`src/rtl/fifo_drain_if.sv`:
```
// Handshake bundle between fifo_drain, its upstream fifo_sync and the downstream consumer.
// The master side is the drain engine; the slave side is the surrounding environment.
interface fifo_drain_if #(
    parameter int WIDTH = 8
);
    logic             fifo_empty;
    logic             fifo_rd_en;
    logic [WIDTH-1:0] fifo_data;
    logic             out_valid;
    logic             out_ready;
    logic [WIDTH-1:0] out_data;

    modport master (
        input  fifo_empty,
        input  fifo_data,
        input  out_ready,
        output fifo_rd_en,
        output out_valid,
        output out_data
    );

    modport slave (
        output fifo_empty,
        output fifo_data,
        output out_ready,
        input  fifo_rd_en,
        input  out_valid,
        input  out_data
    );
endinterface

```
`src/rtl/fifo_drain.sv`:
```
// Drains a fifo_sync into a BUF_DEPTH-entry skid buffer; 2 cycles from fifo_rd_en to out_valid.
// Backpressure: reads are credit-limited so buffered plus in-flight words never exceed BUF_DEPTH.
module fifo_drain #(
    parameter int WIDTH     = 8,
    parameter int BUF_DEPTH = 4
) (
    input  logic          clk,
    input  logic          rst,
    input  logic          enable,
    input  logic          cnt_clr,
    output logic [15:0]   word_count,
    output logic          busy,
    fifo_drain_if.master  io
);
    localparam int PW = $clog2(BUF_DEPTH);
    localparam logic [PW+1:0] DEPTH_L  = (PW+2)'(BUF_DEPTH);
    localparam logic [PW:0]   OCC_ONE  = (PW+1)'(1);
    localparam logic [PW-1:0] PTR_ONE  = PW'(1);

    typedef enum logic [1:0] {IDLE, RUN, DRAIN} state_t;

    state_t           r_state;
    logic             r_busy;
    logic             r_inflight;
    logic [PW-1:0]    r_wr_ptr;
    logic [PW-1:0]    r_rd_ptr;
    logic [PW:0]      r_occ;
    logic [WIDTH-1:0] r_mem [BUF_DEPTH];
    logic [15:0]      r_word_count;

    logic [PW+1:0]    w_credit;
    logic             w_rd_en;
    logic             w_valid;
    logic             w_push;
    logic             w_pop;

    // Credits count both stored words and the word still on its way from fifo_sync.
    assign w_credit = {1'b0, r_occ} + {{(PW+1){1'b0}}, r_inflight};
    assign w_rd_en  = (r_state == RUN) && enable && !io.fifo_empty && !rst
                      && (w_credit < DEPTH_L);
    assign w_valid  = (r_occ != '0);
    assign w_push   = r_inflight;
    assign w_pop    = w_valid && io.out_ready;

    assign io.fifo_rd_en = w_rd_en;
    assign io.out_valid  = w_valid;
    assign io.out_data   = w_valid ? r_mem[r_rd_ptr] : '0;
    assign busy          = r_busy;
    assign word_count    = r_word_count;

    always_ff @(posedge clk) begin
        if (rst) begin
            r_state <= IDLE;
            r_busy  <= 1'b0;
        end else begin
            case (r_state)
                IDLE: begin
                    if (enable) begin
                        r_state <= RUN;
                        r_busy  <= 1'b1;
                    end
                end
                RUN: begin
                    if (!enable) begin
                        r_state <= DRAIN;
                    end
                end
                DRAIN: begin
                    if (enable) begin
                        r_state <= RUN;
                    end else if (!r_inflight && !w_valid) begin
                        r_state <= IDLE;
                        r_busy  <= 1'b0;
                    end
                end
                default: begin
                    r_state <= IDLE;
                    r_busy  <= 1'b0;
                end
            endcase
        end
    end

    always_ff @(posedge clk) begin
        if (rst) begin
            r_inflight <= 1'b0;
            r_wr_ptr   <= '0;
            r_rd_ptr   <= '0;
            r_occ      <= '0;
        end else begin
            r_inflight <= w_rd_en;
            if (w_push) begin
                r_wr_ptr <= r_wr_ptr + PTR_ONE;
            end
            if (w_pop) begin
                r_rd_ptr <= r_rd_ptr + PTR_ONE;
            end
            case ({w_push, w_pop})
                2'b10:   r_occ <= r_occ + OCC_ONE;
                2'b01:   r_occ <= r_occ - OCC_ONE;
                default: r_occ <= r_occ;
            endcase
        end
    end

    // The in-flight word is dropped on a reset edge rather than captured.
    always_ff @(posedge clk) begin
        if (!rst && w_push) begin
            r_mem[r_wr_ptr] <= io.fifo_data;
        end
    end

    always_ff @(posedge clk) begin
        if (rst || cnt_clr) begin
            r_word_count <= 16'd0;
        end else if (w_pop) begin
            r_word_count <= r_word_count + 16'd1;
        end
    end
endmodule

```
`src/flat_wrapper.sv`:
```
// flat-port wrapper written by rule: the top's interface ports become plain ports
module fifo_drain_flat 
#(
    parameter int WIDTH     = 8,
    parameter int BUF_DEPTH = 4
)
  (clk, rst, enable, cnt_clr, word_count, busy, io_fifo_empty, io_fifo_data, io_out_ready, io_fifo_rd_en, io_out_valid, io_out_data);
  fifo_drain_if #(.WIDTH(WIDTH)) io_i ();
  input  logic clk;
  input  logic rst;
  input  logic enable;
  input  logic cnt_clr;
  output logic [15:0] word_count;
  output logic busy;
  input wire logic [$bits(io_i.fifo_empty)-1:0] io_fifo_empty;
  input wire logic [$bits(io_i.fifo_data)-1:0] io_fifo_data;
  input wire logic [$bits(io_i.out_ready)-1:0] io_out_ready;
  output wire logic [$bits(io_i.fifo_rd_en)-1:0] io_fifo_rd_en;
  output wire logic [$bits(io_i.out_valid)-1:0] io_out_valid;
  output wire logic [$bits(io_i.out_data)-1:0] io_out_data;
  assign io_i.fifo_empty = io_fifo_empty;
  assign io_i.fifo_data = io_fifo_data;
  assign io_i.out_ready = io_out_ready;
  assign io_fifo_rd_en = io_i.fifo_rd_en;
  assign io_out_valid = io_i.out_valid;
  assign io_out_data = io_i.out_data;
  fifo_drain #(.WIDTH(WIDTH), .BUF_DEPTH(BUF_DEPTH)) u_core (.clk(clk), .rst(rst), .enable(enable), .cnt_clr(cnt_clr), .word_count(word_count), .busy(busy), .io(io_i));
endmodule
```
`config.mk`:
```
export PLATFORM = sky130hd
export DESIGN_NAME = fifo_drain_flat
export DESIGN_NICKNAME = d
export VERILOG_FILES = /design/src/rtl/fifo_drain_if.sv /design/src/rtl/fifo_drain.sv /design/src/flat_wrapper.sv
export SDC_FILE = /design/constraint.sdc
export NUM_CORES = 1
export LEC_CHECK = 0
export ABC_AREA = 1
export ABC_CLOCK_PERIOD_IN_PS = 3740
export BUFFER_PORTS_ARGS = -buffer_cell sky130_fd_sc_hd__buf_2
export CAP_MARGIN = 0
export CORE_MARGIN = 5
export CORE_UTILIZATION = 55
export DETAILED_ROUTE_END_ITERATION = 7
export HOLD_SLACK_MARGIN = 0.12
export PLACE_DENSITY = 0.8
export SYNTH_ARGS = -nofsm -noshare
export SYNTH_HDL_FRONTEND = slang
export SYNTH_SLANG_ARGS = --single-unit
```
`constraint.sdc`:
```
create_clock -name clk -period 3.74 [get_ports clk]
set_input_delay 0.374 -clock clk [delete_from_list [all_inputs] [get_ports clk]]
set_output_delay 0.374 -clock clk [all_outputs]
set_load 0.02 [all_outputs]
```
[Yosys cells after proc, flatten, opt, wreduce, memory -nomap -nowiden]
Memories as Yosys holds them, arrays and structs flattened. A register that Yosys moved wholly into a read port is not among the register bits.
Index checks and enable logic that the tools add are counted.
Word-level totals
  logic and storage cells: 57
  memories: 1
  bits in writable memories: 32
  flip-flop bits (word level): 27
Operators by class
  bitwise operators: 1
  reductions and logical operators: 17
  add/subtract/negate cells: 6
  mux-type cells: 15
  $lt $le $gt $ge: 1
  equal/unequal tests: 9
Memory list
  u_core.r_mem: depth 4, width 8, read ports 1, clocked after memory_dff 1, wr ports 1, line fifo_drain.sv:28  | logic [WIDTH-1:0] r_mem [BUF_DEPTH];
Operators with widths (number)
  $add 16x1->16 const B: 1
  $mux 2: 6
  $mux 8: 1
  $logic_and 1x1->1: 7
  $ne 2x2->1 const B: 3
  $pmux 2 s3: 1
  $pmux 3 s2: 1
  $mux 1: 5
  $add 2x1->2 const B: 2
  $add 3x1->4: 1
  $eq 2x1->1 const B: 2
  $eq 2x2->1 const B: 2
  $logic_not 1->1: 4
  $lt 4x3->1 const B: 1
  $reduce_and 4->1: 1
  $add 3x1->3 const B: 1
  $ne 3x2->1 const B: 1
  $pmux 1 s3: 1
  $reduce_and 3->1: 1
  $reduce_bool 3->1: 1
  $sub 3x1->3 const B: 1
  $logic_not 2->1: 1
  $ne 2x1->1 const B: 1
  $reduce_bool 2->1: 1
  other kinds (2): 2

[Logic depth before layout (Yosys ltp)]
Gate-level depths: netlist of the first run.
  word-level depth: 6
  gate-level depth with buffers: 9
  mapped depth without buffers: 9

[Worst setup path after synthesis of the first run]
Ideal clock, no wire load.
  path kind: reg2reg
  start point: register u_core.r_occ[1]
  end point: register u_core.r_occ[2]
  arrival: 1.677 ns
  data required time: 3.618 ns
  library setup time: 0.122 ns
  slack: 1.941 ns
  stages on the path, launching flop included: 10
  cells stage by stage: dfxtp_1 -> nor2_4 -> a21boi_4 -> ha_1 -> inv_1 -> fa_1 -> a21oi_1 -> o21ai_0 -> o21ai_0 -> a21oi_1
On the way
  longest elaborated chain between the ends: 4
  elaborated cells on any way between the ends: 8
  classes of those cells: add/sub: 2; eq/ne: 2; mux: 1; reduce/logical: 3
Ends and longest elaborated chain
  start: declaration: line fifo_drain.sv:27  | logic [PW:0] r_occ;
  start signal: assignment: line fifo_drain.sv:99  | 2'b10: r_occ <= r_occ + OCC_ONE;
  start signal: assignment: line fifo_drain.sv:100  | 2'b01: r_occ <= r_occ - OCC_ONE;
  start signal: assignment: line fifo_drain.sv:101  | default: r_occ <= r_occ;
  parallel branches: the longest is 4 deep, another holds $sub 3x1->3
Parallel ways; which one is timed is not known.
A chain may end at the register's enable or synchronous reset.

==> impl_metrics.yaml, run 1 <==
status:
  status: "completed"
yosys:
  synth-edff-count: 32
  synth_area_leaders: "edfxtp_1 (35%), dfxtp_1 (21%), nor2_1 (7.9%)"
  synth_cells: 298
  synth_top_area_share: 0.348
  ys.flop_type: "edfxtp_1"
  yosysMostFrequentCell: "nor2_1"
  yosysWarnings: 0
  synth_common_cells: "nor2_1 (58), inv_1 (35), o21ai_0 (33)"
  synth-seq-area-share: 0.558
  yosysTopAreaCell: "edfxtp_1"
  syn_nets: 319
  synth_seq_cells: 61
  async_flop_share: 0
  synthDistinctLibCells: 33
  synth_area_um2: 2760
  syn-mean-instance-area_um2: 9.27
timing:
  post-route-period-util: 0.601
  setup_tns_ns: 0
  hold_violations: 0
  fin_crit_ns: 2.25
  slew_viol_final: 0
  finalSetupViolations: 0
  grt_setup_unrepaired: "no"
  slew_headroom: 0.422
  fmax_mhz: 445
  timing.hold.ws_ns: 0.231
  tightestPinTransition_ns: 0.864
  finClkSkew_ns: 0.00333
route:
  firstDrtPassIters: 4
  num_vias: 2074
  antenna_left: 0
  drc: 0
  drtIter0Drc: 79
  wl_um: 5240
  routed_via_density: 4.99
  wl_per_cell_um: 12.6
placement:
  place_area_um2: 3020
  dp_hpwl_um: 3570
  portBuffers: 40
  gp_congestion: 0.771
layout:
  drive_gt1_frac: 0.226
  nets: 365
  area_delta_synth_final_pct: 18.1
  utilization: 0.682
  stdcell_area_um2: 3260
  antenna_cells: 0
setup_path:
  startpoint_type: "flip-flop"
  worst_ep_required_time_ns: 3.37
  critPathCaptureType: "primary output"
  crit_type: "flip-flop to primary output"
  crit_arrival_ns: 1.87
  path_max_fanout: 17
global_route:
  grt_pass1_wl_um: 8710
  grt_usage: 0.178
  antenna_found_initial: 0
  grt_overflow: 0
  grt_pass1_vias: 1955
  grt_max_degree: 18
clocking:
  cts_setup_buffers: 0
  cts_hold_buf: 0
  cts.path.max_buffers: 2
  cts.sinks: 61
  cts-root-buf: "clkbuf_8"
  htree_num_levels: 3
  clk_latency_ns: 0.33
  cts_tree: "done"
  cts_buffers: 9
  path_clk_slew_ns: 0.07
  cts-resized-gates: 0
floorplanning:
  dieWidth_um: 80.9
  num_rows: 25
  start_util: 0.577
  core-area_um2: 4790
  die_h_um: 80.9
  io_pins: 41
  design.die.area_um2: 6540
power_and_ir_drop:
  powerDensity_nw_per_um2: 455
  p_total_mw: 1.48
  vdd_drop_max_mv: 0.271
  p_leak_nw: 1.29
hold_path:
  hold_path_class: "input port to flip-flop"
job:
  cap_viol_max_count: 0
==> stage by stage <==
stage,cells,setup slack (ns)
5_1_grt,416,1.33
6_report,416,1.49
3_5_place_dp,400,1.67
2_1_floorplan,298,1.94
4_1_cts,416,1.50
3_3_place_gp,400,1.72
==> final timing paths <==
path,slack (ns),startpoint,to,depth (start not counted)
max,1.49,flip-flop,io_out_data[1],4
min,0.23,enable,u_core.r_state[1],2
max reg2reg,1.81,u_core.r_occ[1],u_core.r_occ[2],9
min reg2reg,0.47,u_core.r_state[1],u_core.r_state[0],1
==> where the power goes <==
| group | leakage, nW | total, mW | internal [mW] | switching (mW) |
|---|---|---|---|---|
| clock network | 0.116 | 0.698 | 0.443 | 0.255 |
| logic | 0.650 | 0.0700 | 0.0230 | 0.0470 |
| registers | 0.522 | 0.716 | 0.709 | 0.00676 |
| total | 1.29 | 1.48 | 1.17 | 0.309 |
==> per-layer routing <==
metal / part of all wire / up-vias / track usage
li1: - / 1076 / -
met1: 0.46 / 936 / 0.216
met2: 0.48 / 52 / 0.292
met3: 0.045 / 10 / 0.0399
met4: 0.019 / 0 / 0.0963
met5: 0 / - / 0
==> worst max-delay path: stages, from the launching register on <==
cell,delay (ns)
dfxtp_1,0.73
inv_2,0.26
o21ai_0,0.26
a21oi_1,0.11
buf_2,0.17
==> cell usage in the layout, fill, tap and decap left out, types with 3 or more instances in the layout <==
master     Yosys  layout
nor2_4         3       3
a21oi_1       23      23
nand2_2        6       6
clkbuf_8       0       9
inv_2          3       3
ha_1           6       6
nand3_2        3       3
buf_2          4      40
nor2_1        58      58
bufinv_16      0       3
nand4_1        4       4
nor3_1         5       5
nand3_1        3       3
inv_1         35      35
o21ai_0       33      33
edfxtp_1      32      32
nand2_1       30      30
dfxtp_1       29      29
==> state kept, by name (all words and copies together) (netlist names), named ones only <==
| register | count |
|---|---|
| u_core.word_count | 16 |
| u_core.r_occ | 3 |
| u_core.r_mem | 32 |
| u_core.r_state | 2 |
| u_core.r_inflight | 1 |
| u_core.r_rd_ptr | 2 |
| u_core.r_wr_ptr | 2 |
| u_core.busy | 1 |
==> cell type report <==
type | count | area, µm²
Sequential cell | 61 | 1540
Fill cell | 353 | 1520
Multi-Input combinational cell | 193 | 1050
Timing Repair Buffer | 40 | 200
Inverter | 39 | 146
Clock buffer | 10 | 128
Clock inverter | 6 | 111
Tap cell | 67 | 83.8
==> cell families (layout without fill, tap and decap cells) <==
logic type / Yosys count / after routing / share of synthesized area
AO/OA/AOI/OAI: 60 / 60 / 0.115
flip-flops: 61 / 61 / 0.558
XOR/XNOR: 1 / 1 / 0.00317
AND/OR/NAND/NOR: 125 / 125 / 0.228
adder cells (fa/ha/maj): 7 / 7 / 0.0344
buffers and inverters: 44 / 95 / 0.0616
Power figures use the tool's default switching activity.
==> inputs of run 2 (changes only) <==
--- a/config.mk
+++ b/config.mk
@@ -6,7 +6,7 @@
 export NUM_CORES = 1
 export LEC_CHECK = 0
 export ABC_AREA = 1
-export ABC_CLOCK_PERIOD_IN_PS = 3740
+export ABC_CLOCK_PERIOD_IN_PS = 2200
 export BUFFER_PORTS_ARGS = -buffer_cell sky130_fd_sc_hd__buf_2
 export CAP_MARGIN = 0
 export CORE_MARGIN = 5
==> constraint.sdc (replaced) <==
create_clock -name clk -period 2.2 [get_ports clk]
set_input_delay 0.22 -clock clk [delete_from_list [all_inputs] [get_ports clk]]
set_output_delay 0.22 -clock clk [all_outputs]
set_load 0.02 [all_outputs]
==> run 2 against run 1 <==
  * Combinational power is 96% higher
  * Count of clock-buffer cells in the layout is 1 higher
  * Sequential share of layout area down 1.7 points
  * Design area up 3.7%
  * Clock skew rose by 0.0030 ns
  * Die area stayed put
  * Sequential cell count is the same
  * Final cell count is 3.8% higher
  * Critical endpoint is now io_out_data[7]
  * Highest routed layer unchanged
==> impl_metrics.yaml, run 2 (same netlist as run 1, synthesis figures left out) <==
status:
  status: "completed"
setup_path:
  path_max_fanout: 17
  crit_arrival_ns: 1.80
  critPathCaptureType: "primary output"
  worst_ep_required_time_ns: 1.98
  worst_path_max_delay_cell: "dfxtp_1"
  r2r_slack_ns: 0.34
  path_cells: "inv_2, o21ai_0, a21oi_1, buf_2"
  crit_type: "flip-flop to primary output"
  r2r_end: "u_core.r_occ[2]"
  cp-endpoint: "io_out_data[7]"
  startpoint_type: "flip-flop"
  slowest_delay_ns: 0.70
  reg2reg_from: "u_core.r_occ[2]"
  reg2reg_depth: 9
layout:
  largest_register_ffs: 32
  largest_register: "u_core.r_mem"
  drive_gt1_frac: 0.230
  fillCellCount: 365
  antenna_cells: 0
  layout_commonest_cell: "nor2_1"
  nets: 381
  area_delta_synth_final_pct: 22.5
  layout_common_cells: "nor2_1 (58), buf_2 (40), inv_1 (35)"
  utilization: 0.707
  stdcell_area_um2: 3380
power_and_ir_drop:
  p_int_mw: 1.92
  vdd_drop_max_mv: 0.446
  p_comb_frac: 0.056
  swShare: 0.211
  p_clk_frac: 0.443
  p_seq_frac: 0.500
  p_total_mw: 2.43
  p_leak_nw: 1.36
  switching_power_mw: 0.513
  powerDensity_nw_per_um2: 719
route:
  drc: 0
  wl_um: 5680
  routed_via_density: 4.98
  num_vias: 2151
  drtIter0Drc: 87
  wl_per_cell_um: 13.2
  antenna_left: 0
  firstDrtPassIters: 4
global_route:
  grt_usage: 0.194
  grt_pass1_wl_um: 9430
  antenna_found_initial: 0
  grt_overflow: 0
  grt_pass1_vias: 2122
  grt_max_degree: 18
clocking:
  cts-resized-gates: 0
  cts.path.max_buffers: 2
  path_clk_slew_ns: 0.07
  cts.sinks: 61
  cts_setup_buffers: 0
  cts-root-buf: "clkbuf_8"
  cts_buffers: 9
  cts_hold_buf: 10
  htree_num_levels: 3
  clk_latency_ns: 0.34
  cts_tree: "done"
floorplanning:
  dieWidth_um: 80.9
  num_rows: 25
  start_util: 0.577
  design.die.area_um2: 6540
  core-area_um2: 4790
  io_pins: 41
  die_h_um: 80.9
placement:
  dp_slack_ns: 0.380
  portBuffers: 40
  dp_hpwl_um: 3730
  gp_congestion: 0.760
  place_area_um2: 3070
timing:
  tightestPinTransition_ns: 0.595
  finClkSkew_ns: 0.00633
  hold_violations: 0
  slew_headroom: 0.603
  grt_setup_unrepaired: "no"
  finalSetupViolations: 0
  setup_slack_ns: 0.183
  slew_viol_final: 0
  fmax_mhz: 496
  fin_crit_ns: 2.02
  post-route-period-util: 0.917
  setup_tns_ns: 0
job:
  cap_viol_max_count: 0
hold_path:
  hold_path_class: "input port to flip-flop"
==> run 2: cell types whose count changed in the layout (fill, tap and decap cells not counted) <==
cell and change:
dlygate4sd3_1 +10, buf_4 +6, bufinv_16 -1, clkbuf_8 +1
clkinv_1 +1, clkinv_2 +1, clkinv_4 -1, clkinvlp_4 -1
==> run 2: area by class of cell <==
class | instances | area, µm² | area share
Clock buffer | 11 | 141 | 0.0418
Timing Repair Buffer | 56 | 345 | 0.102
Tap cell | 67 | 83.8 | 0.0248
Clock inverter | 5 | 73.8 | 0.0218
Inverter | 39 | 146 | 0.0433
Sequential cell | 61 | 1540 | 0.456
Multi-Input combinational cell | 193 | 1050 | 0.311
==> run 2: stage by stage <==
step	instances	hold WS (ns)
3_5_place_dp	406	0.424
5_1_grt	432	0.142
3_3_place_gp	406	0.419
6_report	432	0.150
4_1_cts	432	0.135
2_1_floorplan	298	0.292
==> run 2: routing by layer <==
metal | up-vias | share of wire | track usage
met5 | - | 0 | 0
met4 | 0 | 0.015 | 0.0963
met3 | 9 | 0.042 | 0.0510
met2 | 50 | 0.50 | 0.337
met1 | 982 | 0.44 | 0.220
li1 | 1110 | - | -
==> run 2: power groups by stage <==
stage / Clock, mW / Combinational [mW] / Sequential [mW]
after global placement: 0 / 0.119 / 1.24
after CTS: 1.10 / 0.137 / 1.22
after global routing: 1.16 / 0.153 / 1.22
after detailed placement: 0 / 0.122 / 1.24
after floorplan: 0 / 0.0769 / 1.24
final: 1.08 / 0.137 / 1.22
==> run 2: how the worst min path moves through the flow <==
stage / from / endpoint / slack (ns) / depth (start not counted)
final: io_fifo_empty / u_core.r_inflight / 0.15 / 3
after global placement: enable / u_core.r_state[1] / 0.42 / 2
after CTS: io_fifo_empty / u_core.r_inflight / 0.14 / 3
after global routing: io_fifo_empty / u_core.r_inflight / 0.14 / 3
after detailed placement: enable / u_core.r_state[1] / 0.42 / 2
after floorplan: enable / u_core.r_state[1] / 0.29 / 1
==> run 2: worst max-delay path, delay by kind of cell (launching register included) <==
kind	cells	cell delay [ns]
DFF	1	0.70
AOI/OAI and AO/OA	2	0.33
buffers and inverters	2	0.42
